===== src/rtl/axi_hs_throttle.sv =====
// axi_hs_throttle: per-channel valid/ready stall injector (pass, LFSR-random, periodic, block)
// that never withdraws a committed VALID. Stall counters exist only with AXI_HS_THROTTLE_STATS_EN.
module axi_hs_throttle #(
  parameter int          NCH    = 5,
  parameter int          PROB_W = 10,
  parameter int          CW     = 8,
  parameter logic [15:0] SEED   = 16'hACE1,
  parameter int          STAT_W = 32
) (
  input  logic                      clk,
  input  logic                      rst,
  input  logic [NCH-1:0]            s_valid,
  output logic [NCH-1:0]            s_ready,
  output logic [NCH-1:0]            m_valid,
  input  logic [NCH-1:0]            m_ready,
  input  logic [2*NCH-1:0]          cfg_mode,
  input  logic [(PROB_W+1)*NCH-1:0] cfg_prob,
  input  logic [CW*NCH-1:0]         cfg_on,
  input  logic [CW*NCH-1:0]         cfg_off,
  input  logic                      stats_clr,
  output logic [STAT_W*NCH-1:0]     stall_cnt
);

  typedef enum logic [1:0] {
    MODE_PASS  = 2'd0,
    MODE_RAND  = 2'd1,
    MODE_PER   = 2'd2,
    MODE_BLOCK = 2'd3
  } mode_e;

  localparam logic [15:0] LFSR_TAPS = 16'hB400;

  for (genvar i = 0; i < NCH; i++) begin : g_ch
    localparam logic [15:0] SEED_X = SEED ^ 16'(i);
    localparam logic [15:0] SEED_I = (SEED_X == 16'h0) ? 16'h1 : SEED_X;

    mode_e           mode;
    logic [PROB_W:0] prob;
    logic [CW:0]     on_w;
    logic [CW:0]     period;
    logic [15:0]     lfsr_q, lfsr_d;
    logic [CW:0]     pc_q, pc_d;
    logic            allow_q, allow_d;
    logic            hold_q, hold_d;

    assign mode   = mode_e'(cfg_mode[2*i +: 2]);
    assign prob   = cfg_prob[(PROB_W+1)*i +: PROB_W+1];
    assign on_w   = {1'b0, cfg_on[CW*i +: CW]};
    // One bit wider than the operands so on+off can never wrap.
    assign period = on_w + {1'b0, cfg_off[CW*i +: CW]};

    // NOTE: every variable written here gets a default first, so no latch is inferred.
    always_comb begin
      lfsr_d = {1'b0, lfsr_q[15:1]} ^ (lfsr_q[0] ? LFSR_TAPS : 16'h0);
      pc_d   = pc_q + (CW+1)'(1);
      if (period == '0 || pc_q >= period - (CW+1)'(1)) pc_d = '0;
      allow_d = 1'b0;
      case (mode)
        MODE_RAND: allow_d = {1'b0, lfsr_q[PROB_W-1:0]} < prob;
        MODE_PER:  allow_d = (period == '0) || (pc_q < on_w);
        default:   allow_d = 1'b0;
      endcase
    end

    // Outputs forced low while rst is high so reset drops them immediately.
    assign m_valid[i] = ~rst & s_valid[i] & ((mode == MODE_PASS) | allow_q | hold_q);
    assign s_ready[i] = m_valid[i] & m_ready[i];
    // A stalled beat commits; a handshake or a dropped s_valid releases it.
    assign hold_d     = m_valid[i] & ~m_ready[i];

    // NOTE: sequential state uses non-blocking assignments only.
    always_ff @(posedge clk or posedge rst) begin
      if (rst) begin
        lfsr_q  <= SEED_I;
        pc_q    <= '0;
        allow_q <= 1'b0;
        hold_q  <= 1'b0;
      end else begin
        lfsr_q  <= lfsr_d;
        pc_q    <= pc_d;
        allow_q <= allow_d;
        hold_q  <= hold_d;
      end
    end

`ifdef AXI_HS_THROTTLE_STATS_EN
    logic [STAT_W-1:0] stall_q, stall_d;

    always_comb begin
      stall_d = stall_q;
      if (stats_clr)                                   stall_d = '0;
      else if (s_valid[i] && !s_ready[i] && !(&stall_q)) stall_d = stall_q + STAT_W'(1);
    end

    always_ff @(posedge clk or posedge rst) begin
      if (rst) stall_q <= '0;
      else     stall_q <= stall_d;
    end

    assign stall_cnt[STAT_W*i +: STAT_W] = stall_q;
`else
    assign stall_cnt[STAT_W*i +: STAT_W] = '0;
`endif
  end

`ifndef AXI_HS_THROTTLE_STATS_EN
  logic unused_stats_clr;
  assign unused_stats_clr = stats_clr;
`endif

endmodule


===== config.mk =====
export PLATFORM = sky130hd
export DESIGN_NAME = axi_hs_throttle
export DESIGN_NICKNAME = d
export VERILOG_FILES = /design/src/rtl/axi_hs_throttle.sv
export SDC_FILE = /design/constraint.sdc
export NUM_CORES = 1
export LEC_CHECK = 0
export CAP_MARGIN = 40
export CORE_MARGIN = 1.5
export CORE_UTILIZATION = 35
export CTS_CLUSTER_SIZE = 16
export DETAILED_ROUTE_END_ITERATION = 10
export PLACE_DENSITY = 0.73
export SYNTH_ARGS = -nofsm -noshare
export SYNTH_HDL_FRONTEND = slang
export SYNTH_SLANG_ARGS = --single-unit

===== constraint.sdc =====
create_clock -name clk -period 7.13 [get_ports clk]
set_clock_uncertainty 0.1 [all_clocks]
set_input_delay 1.426 -clock clk [delete_from_list [all_inputs] [get_ports clk]]
set_output_delay 1.426 -clock clk [all_outputs]
set_load 0.01 [all_outputs]

Word level (Yosys, flattened, before mapping)
Cells that the tools add are included.
{"block": "op_classes", "n_mux": 15, "reduce_logical": 20, "n_lt_le_gt_ge": 15, "n_eq_ne": 10, "bitwise_logic": 41, "n_addsub": 15}
{"op": "$mux 16", "count": 5}
{"op": "$xor 15x16->16", "count": 5}
{"op": "$lt 10x11->1", "count": 5}
{"op": "$add 8x8->9", "count": 5}
{"op": "$add 9x1->9 const B", "count": 5}
{"op": "$ge 9x9->1", "count": 5}
{"op": "$logic_not 9->1", "count": 5}
{"op": "$lt 9x8->1", "count": 5}
{"op": "$mux 9", "count": 5}
{"op": "$sub 9x1->9 const B", "count": 5}
{"op": "$and 1x1->1", "count": 20}
{"op": "$eq 2x1->1 const B", "count": 5}
{"op": "$eq 2x2->1 const B", "count": 5}
{"op": "$logic_not 2->1", "count": 5}
{"op": "$logic_or 1x1->1", "count": 10}
{"op": "$or 1x1->1", "count": 10}
{"op": "$pmux 1 s2", "count": 5}
{"op": "$not 1->1", "count": 6}
{"block": "totals", "inputBits": 158, "output_inout_bits": 170, "wordCells": 136, "regBits": 135}

Longest topological paths before layout
Gate-level depths: netlist of the first run.
{"block": "logic_depth", "word_depth": 5, "depth_mapped": 18, "ltp_nobuf": 18}

Worst setup path before layout of the first run
No wires, ideal clock.
{"block": "synth_timing", "path_kind": "input-to-output", "startpoint": "in rst", "endpoint": "out s_ready[0]", "path_slack_ps": 575, "stages": 3, "arrival_time_ps": 5029, "path_cell_list": "inv_1 o311a_1 and2_1"}
{"block": "synth_between", "elab_chain_cells": 4}
{"item": "start: declaration", "line": "11", "text": "input logic rst,"}
{"item": "$not 1->1", "line": "66", "text": "assign m_valid[i] = ~rst & s_valid[i] & ((mode == MODE_PASS) | allow_q | hold_q);"}
{"item": "$and 1x1->1 (2 in series)", "line": "66"}
{"item": "named net m_valid[0]", "line": "14", "text": "output logic [NCH-1:0] m_valid,"}
{"item": "$and 1x1->1", "line": "67", "text": "assign s_ready[i] = m_valid[i] & m_ready[i];"}
{"item": "end: declaration", "line": "13", "text": "output logic [NCH-1:0] s_ready,"}
The timed path passes the listed nets, and every way through them passes these cells.

Final worst setup path of the first run
{"block": "layout_timing", "startpoint": "in cfg_on[0]", "endpoint": "reg g_ch[0].pc_q[6]"}
{"block": "layout_between", "elab_chain_cells": 5, "elab_cells_between_ends": 6}
{"item": "start: declaration", "line": "18", "text": "input logic [CW*NCH-1:0] cfg_on,"}
{"item": "$add 8x8->9 *", "line": "50", "text": "assign period = on_w + {1'b0, cfg_off[CW*i +: CW]};"}
{"item": "$sub 9x1->9", "line": "56", "text": "if (period == '0 || pc_q >= period - (CW+1)'(1)) pc_d = '0;"}
{"item": "$ge 9x9->1", "line": "56"}
{"item": "$logic_or 1x1->1 *", "line": "56"}
{"item": "$mux 9 *", "line": "56"}
{"item": "named net g_ch[0].pc_d[6]", "line": "42", "text": "logic [CW:0] pc_q, pc_d;"}
{"item": "end signal: assignment", "line": "80", "text": "pc_q <= pc_d;"}
{"item": "end: declaration", "line": "42"}
The timed path passes the listed nets; every way through them passes the cells marked *.

==> results of run 1 <==
==> synth_stat cells, types with 11 or more instances <==
cell	number
a21o_1	38
a21oi_1	62
buf_4	160
dfrtp_1	94
dfstp_2	41
ha_1	190
inv_1	124
nand2_1	29
nand2b_1	21
nand3_1	30
nor2_1	82
o2111ai_1	13
o21a_1	11
o21ai_0	31
xnor2_1	37
xor2_1	69
==> routing by layer <==
| layer | routed length [um] | GRT usage |
|---|---|---|
| met4 | 184 | 0.0314 |
| met2 | 11000 | 0.238 |
| met5 | 0 | 0 |
| met1 | 9810 | 0.164 |
| met3 | 938 | 0.0273 |
==> report_power, final <==
| group | internal [uW] | switching (uW) |
|---|---|---|
| clock network | 572 | 360 |
| logic | 528 | 562 |
| registers | 873 | 161 |
| total | 1970 | 1080 |
==> worst min-delay path by stage <==
stage	startpoint	end	slack (ns)
floorplan	g_ch[0].lfsr_q[12]$_DFF_PP0_	g_ch[0].lfsr_q[11]$_DFF_PP1_	0.23
global placement	g_ch[1].lfsr_q[12]$_DFF_PP0_	g_ch[1].lfsr_q[11]$_DFF_PP1_	0.24
detailed placement	g_ch[1].lfsr_q[12]$_DFF_PP0_	g_ch[1].lfsr_q[11]$_DFF_PP1_	0.24
CTS	g_ch[3].lfsr_q[12]$_DFF_PP0_	g_ch[3].lfsr_q[11]$_DFF_PP1_	0.25
global route	g_ch[3].lfsr_q[12]$_DFF_PP0_	g_ch[3].lfsr_q[11]$_DFF_PP1_	0.26
finish	g_ch[3].lfsr_q[12]$_DFF_PP0_	g_ch[3].lfsr_q[11]$_DFF_PP1_	0.25
==> through the flow <==
step / utilization / hold slack [ns] / power [uW] / instance area, sq um
floorplan: - / 0.233 / 1870 / 11900
global placement: 0.406 / 0.238 / 2070 / 12800
detailed placement: 0.406 / 0.242 / 2140 / 12800
CTS: 0.426 / 0.251 / 3100 / 13500
global route: 0.426 / 0.263 / 3320 / 13500
finish: 0.426 / 0.252 / 3060 / 13500
==> final cells by class <==
class / instances / area, sq um / share of cell area
Clock buffer: 19 / 443 / 0.0329
Inverter: 124 / 470 / 0.0349
Multi-Input combinational cell: 920 / 6760 / 0.502
Clock inverter: 13 / 183 / 0.0136
Timing Repair Buffer: 168 / 1680 / 0.125
Tap cell: 402 / 503 / 0.0374
Sequential cell: 135 / 3430 / 0.255
==> layout by cell type, fill, tap and decap left out, types with 30 or more instances in the layout <==
master           Yosys  routed
xor2_1              69      69
dfrtp_1             94      94
a21o_1              38      38
nand3_1             30      30
conb_1               1     160
inv_1              124     123
dfstp_2             41      41
a21oi_1             62      62
ha_1               190     190
nor2_1              82      82
clkdlybuf4s50_1      0     166
xnor2_1             37      37
o21ai_0             31      31
==> logic make-up (layout without fill, tap and decap cells) <==
logic type      Yosys count  count (layout)  share of synthesized area
fa+ha+maj               195             195                      0.220
xor+xnor                106             106                     0.0824
other cells               1             160                   0.000333
simple gates            237             237                      0.110
compound gates          222             222                      0.135
flops                   135             135                      0.305
buf+inv                 285             324                      0.148
==> sequential cells by signal, summed over array words and instances (netlist names) <==
signal / flops
g_ch.allow_q: 5
g_ch.hold_q: 5
g_ch.lfsr_q: 80
g_ch.pc_q: 45
==> critical path, cell delays in order <==
cell             delay [ns]
clkdlybuf4s50_1        0.48
ha_1                   0.20
inv_1                  0.07
fa_1                   0.39
nand2b_1               0.18
a21oi_1                0.16
xor2_1                 0.16
nor4_4                 0.36
nand2_2                0.12
nor2_1                 0.14
xnor2_1                0.13
ha_1                   0.25
and3_1                 0.21
a22o_1                 0.25
a311oi_1               0.34
o31ai_2                0.24
nor2_1                 0.16
==> results.json, run 1 <==
{
  "critPathMaxFanout": 9,
  "clk_pin_slew_worst_paths_ns": 0.06,
  "hold_viol_final": 0,
  "core.rowCount": 65,
  "antenna_left": 0,
  "drive_gt1_frac": 0.0609,
  "grt-ovfl-total": 0,
  "dpl_worst_slack_ns": 1.70,
  "cap_violations": 0,
  "slew_violations": 0,
  "hpwl_um": 17600,
  "fill_cells": 3079,
  "hold-path-cell-count": 0,
  "clock.fmax_ghz": 0.198,
  "crit_start": "cfg_on[0]",
  "arrival_ns": 5.28,
  "vdd_drop_max_mv": 0.137,
  "drc": 0,
  "final.setup.worst_slack_ns": 2.08,
  "syn_area_per_cell_sq_um": 9.53,
  "gr-usage-all-layers": 0.133,
  "grt_pass1_vias": 8208,
  "yosysWarnings": 0,
  "fp.dieW_um": 182,
  "cts_tree": "yes",
  "startpoint_type": "primary input",
  "clock_sinks": 135,
  "reg2regPathDepth": 9,
  "place_congestion": 0.791,
  "cts_setup_buffers": 0,
  "cts_hold_buffers": 0,
  "min_period_over_period": 0.708,
  "area_growth_pct": 19.6,
  "cts_buffers": 17,
  "end_kind": "register",
  "clockBufferDepth": 2,
  "netlist_area_sq_um": 11300,
  "ys_top_cells_by_area": "ha_1 21%, dfrtp_1 21%, buf_4 11%",
  "grt_first_pass_wirelength_um": 37000,
  "synth_seq_area_share": 0.305,
  "clock_latency_ns": 0.41,
  "antenna_found_initial": 0,
  "placed_cells": 1749,
  "reg2reg_from": "g_ch[0].pc_q[0]$_DFF_PP0_",
  "vias": 8240,
  "critPathRequiredTime_ns": 7.36,
  "nNetsFinal": 1719,
  "port_buffers": 166,
  "first_pass_iters": 4,
  "crit_path_end": "g_ch[0].pc_q[6]$_DFF_PP0_",
  "cts.repair.resized": 0,
  "period_needed_ns": 5.05,
  "cts-htree-levels": 4,
  "netlist_instances": 1181,
  "final.setup.tns_ns": 0,
  "drtIter0Drc": 283,
  "async_flop_share": 1.00,
  "layout.cells.non_filler": 1781,
  "die-height_um": 182,
  "setup_viol": 0,
  "root_buffer": "clkbuf_16",
  "detail_route.wl_per_cell_um": 12.3,
  "ios": 328,
  "synth.distinct_cells": 64,
  "hp-class": "reg2reg",
  "worst_slew_pin_slew_ns": 0.666,
  "initial_core_util": 0.356,
  "rrSetupSlack_ns": 4.77,
  "ys_seq_elements": 135,
  "p_leak_uw": 0.00698,
  "status": "finished clean",
  "r2r_end": "g_ch[0].pc_q[6]$_DFF_PP0_",
  "drt-total-wl_um": 21900,
  "path_class": "in2reg",
  "coreArea_sq_um": 31600,
  "synth_edf_count": 0,
  "diodes": 0,
  "p_per_area_nw_per_um2": 227,
  "yosysTopAreaCell": "ha_1",
  "rsz0062_at_grt": "false",
  "synthFlopType": "dfrtp_1",
  "via_per_inst": 4.63,
  "synth_top_area_share": 0.211,
  "grt_max_degree": 69,
  "max-slew-margin-rel": 0.553,
  "die_area_sq_um": 33300
}
No activity file was read; power rests on OpenSTA's default activity.
==> run 2: changes to the inputs <==
--- a/config.mk
+++ b/config.mk
@@ -10,7 +10,7 @@
 export CORE_UTILIZATION = 35
 export CTS_CLUSTER_SIZE = 16
 export DETAILED_ROUTE_END_ITERATION = 10
-export PLACE_DENSITY = 0.73
+export PLACE_DENSITY = 0.75
 export SYNTH_ARGS = -nofsm -noshare
 export SYNTH_HDL_FRONTEND = slang
 export SYNTH_SLANG_ARGS = --single-unit
==> constraint.sdc (replaced) <==
create_clock -name clk -period 4.6 [get_ports clk]
set_clock_uncertainty 0.1 [all_clocks]
set_input_delay 0.92 -clock clk [delete_from_list [all_inputs] [get_ports clk]]
set_output_delay 0.92 -clock clk [all_outputs]
set_load 0.01 [all_outputs]
==> run 2 against run 1 <==
Via count up 0.90%. Sequential share of layout area is 0.38 points lower. Combinational power up 58%. First-iteration DRC count fell by 4.6%. Hold slack better by 0.0039 ns. Highest routed layer unchanged. Power up 52%. Largest power group unchanged. Critical endpoint is now g_ch[0].pc_q[3]$_DFF_PP0_. Largest cell class unchanged. Global-route usage rose by 0.12 points.
==> results.json, run 2 (same netlist as run 1, synthesis figures left out) <==
{
  "cp_top_family": "simple AND/OR/NAND/NOR gates",
  "crit_start": "cfg_on[0]",
  "root_buffer": "clkbuf_16",
  "fill_cells": 3014,
  "critPathRequiredTime_ns": 4.85,
  "via_per_inst": 4.58,
  "gr-usage-all-layers": 0.134,
  "p_leak_uw": 0.00710,
  "drive_gt1_frac": 0.0842,
  "area_growth_pct": 21.4,
  "hpwl_um": 18000,
  "crit_path_end": "g_ch[0].pc_q[3]$_DFF_PP0_",
  "grt-ovfl-total": 0,
  "cts_buffers": 17,
  "reg2regPathDepth": 9,
  "rsz0062_at_grt": "false",
  "grt_pass1_vias": 8270,
  "r2r_end": "g_ch[4].pc_q[2]$_DFF_PP0_",
  "clockBufferDepth": 2,
  "drc": 0,
  "detail_route.wl_per_cell_um": 12.1,
  "placed_area_sq_um": 13100,
  "first_pass_iters": 5,
  "final_common_cell": "ha_1",
  "ios": 328,
  "clk_pin_slew_worst_paths_ns": 0.06,
  "max_stage_delay_ns": 0.48,
  "port_buffers": 166,
  "die-height_um": 182,
  "min_period_over_period": 0.933,
  "grt_first_pass_wirelength_um": 37400,
  "drtIter0Drc": 270,
  "cp_slowest_cell": "clkdlybuf4s50_1",
  "worst_slew_pin_slew_ns": 0.639,
  "p_per_area_nw_per_um2": 339,
  "cts-htree-levels": 4,
  "grt_max_degree": 43,
  "final.setup.worst_slack_ns": 0.308,
  "placed_cells": 1783,
  "rrSetupSlack_ns": 2.25,
  "hp-class": "reg2reg",
  "status": "finished clean",
  "max-slew-margin-rel": 0.571,
  "vias": 8314,
  "period_needed_ns": 4.29,
  "clock_latency_ns": 0.42,
  "core.rowCount": 65,
  "clock.fmax_ghz": 0.233,
  "layout.cells.non_filler": 1816,
  "critPathMaxFanout": 9,
  "clock_sinks": 135,
  "top_register": "g_ch.lfsr_q",
  "top_regs": "g_ch.lfsr_q: 80 flops, g_ch.pc_q: 45 flops",
  "cts_tree": "yes",
  "fin_area_sq_um": 13700,
  "antenna_found_initial": 1,
  "cts_setup_buffers": 0,
  "antenna_left": 0,
  "die_area_sq_um": 33300,
  "end_kind": "register",
  "initial_core_util": 0.356,
  "place_congestion": 0.817,
  "cp_cell_sequence": "clkdlybuf4s50_1 -> ha_1 -> inv_1 -> fa_1 -> nand2b_1 -> a21oi_1 -> xor2_1 -> nor4_4 -> nand2_2 -> nor2_1 -> xnor2_1 -> ha_1 -> and3_1 -> a22o_1 -> a311oi_1 -> o31ai_2 -> nor2_1",
  "fp.dieW_um": 182,
  "drt-total-wl_um": 22000,
  "setup_viol": 0,
  "crit_cells": 17,
  "startpoint_type": "primary input",
  "arrival_ns": 4.54,
  "critPathBufInv": 2,
  "cts_hold_buffers": 0,
  "whs_ns": 0.256,
  "slew_violations": 0,
  "reg2reg_from": "g_ch[4].pc_q[0]$_DFF_PP0_",
  "cap_violations": 0,
  "largest_reg_flops": 80,
  "vdd_drop_max_mv": 0.223,
  "nNetsFinal": 1753,
  "cts.repair.resized": 0,
  "coreArea_sq_um": 31600,
  "p_total_uw": 4640,
  "final_cell_mix": "190 x ha_1, 166 x clkdlybuf4s50_1, 160 x conb_1, 123 x inv_1, 94 x dfrtp_1",
  "hold_viol_final": 0,
  "path_class": "in2reg",
  "dpl_worst_slack_ns": -0.103
}
## run 2: changes by cell type in the layout (fill, tap and decap cells not counted), sizes merged
cell	before	now
buf	2	36
bufinv	3	0
clkbuf	19	18
clkinvlp	0	4
diode	0	1
## run 2: final cells by class
class / instances / area (sq um) / area share
repair buffers: 202 / 1930 / 0.141
inverters: 124 / 469 / 0.0343
multi-input cells: 920 / 6760 / 0.494
well taps: 402 / 503 / 0.0368
flip-flops and latches: 135 / 3430 / 0.251
clock inverters: 14 / 134 / 0.00980
diodes: 1 / 2.50 / 0.000183
clock buffers: 18 / 439 / 0.0321
## run 2: metal layers
| metal | vias to the layer above | global-route usage | share of wire |
|---|---|---|---|
| li1 | 4202 | - | - |
| met3 | 35 | 0.0190 | 0.038 |
| met2 | 218 | 0.232 | 0.48 |
| met4 | 0 | 0.0536 | 0.024 |
| met1 | 3859 | 0.169 | 0.46 |
| met5 | - | 0 | 0 |
## run 2: report_power, final
part	internal, uW	switching (uW)	total (uW)
registers	1350	251	1600
clock network	728	585	1310
logic	852	869	1720
total	2930	1710	4640
## run 2: metrics by stage
step	utilization	TNS, ns
after global placement	0.414	-0.568
after floorplan	-	0
after CTS	0.432	0
final	0.432	0
after global routing	0.432	0
after detailed placement	0.414	-1.25
## run 2: worst min-delay path by stage
stage,cells after the start,slack [ns],start,endpoint
2_1_floorplan,0,0.23,g_ch[0].lfsr_q[12]$_DFF_PP0_,g_ch[0].lfsr_q[11]$_DFF_PP1_
3_3_place_gp,0,0.24,g_ch[1].lfsr_q[12]$_DFF_PP0_,g_ch[1].lfsr_q[11]$_DFF_PP1_
3_5_place_dp,0,0.24,g_ch[4].lfsr_q[12]$_DFF_PP0_,g_ch[4].lfsr_q[11]$_DFF_PP1_
4_1_cts,0,0.26,g_ch[4].lfsr_q[12]$_DFF_PP0_,g_ch[4].lfsr_q[11]$_DFF_PP1_
5_1_grt,0,0.26,g_ch[3].lfsr_q[12]$_DFF_PP0_,g_ch[3].lfsr_q[11]$_DFF_PP1_
6_report,0,0.26,g_ch[3].lfsr_q[12]$_DFF_PP0_,g_ch[3].lfsr_q[11]$_DFF_PP1_
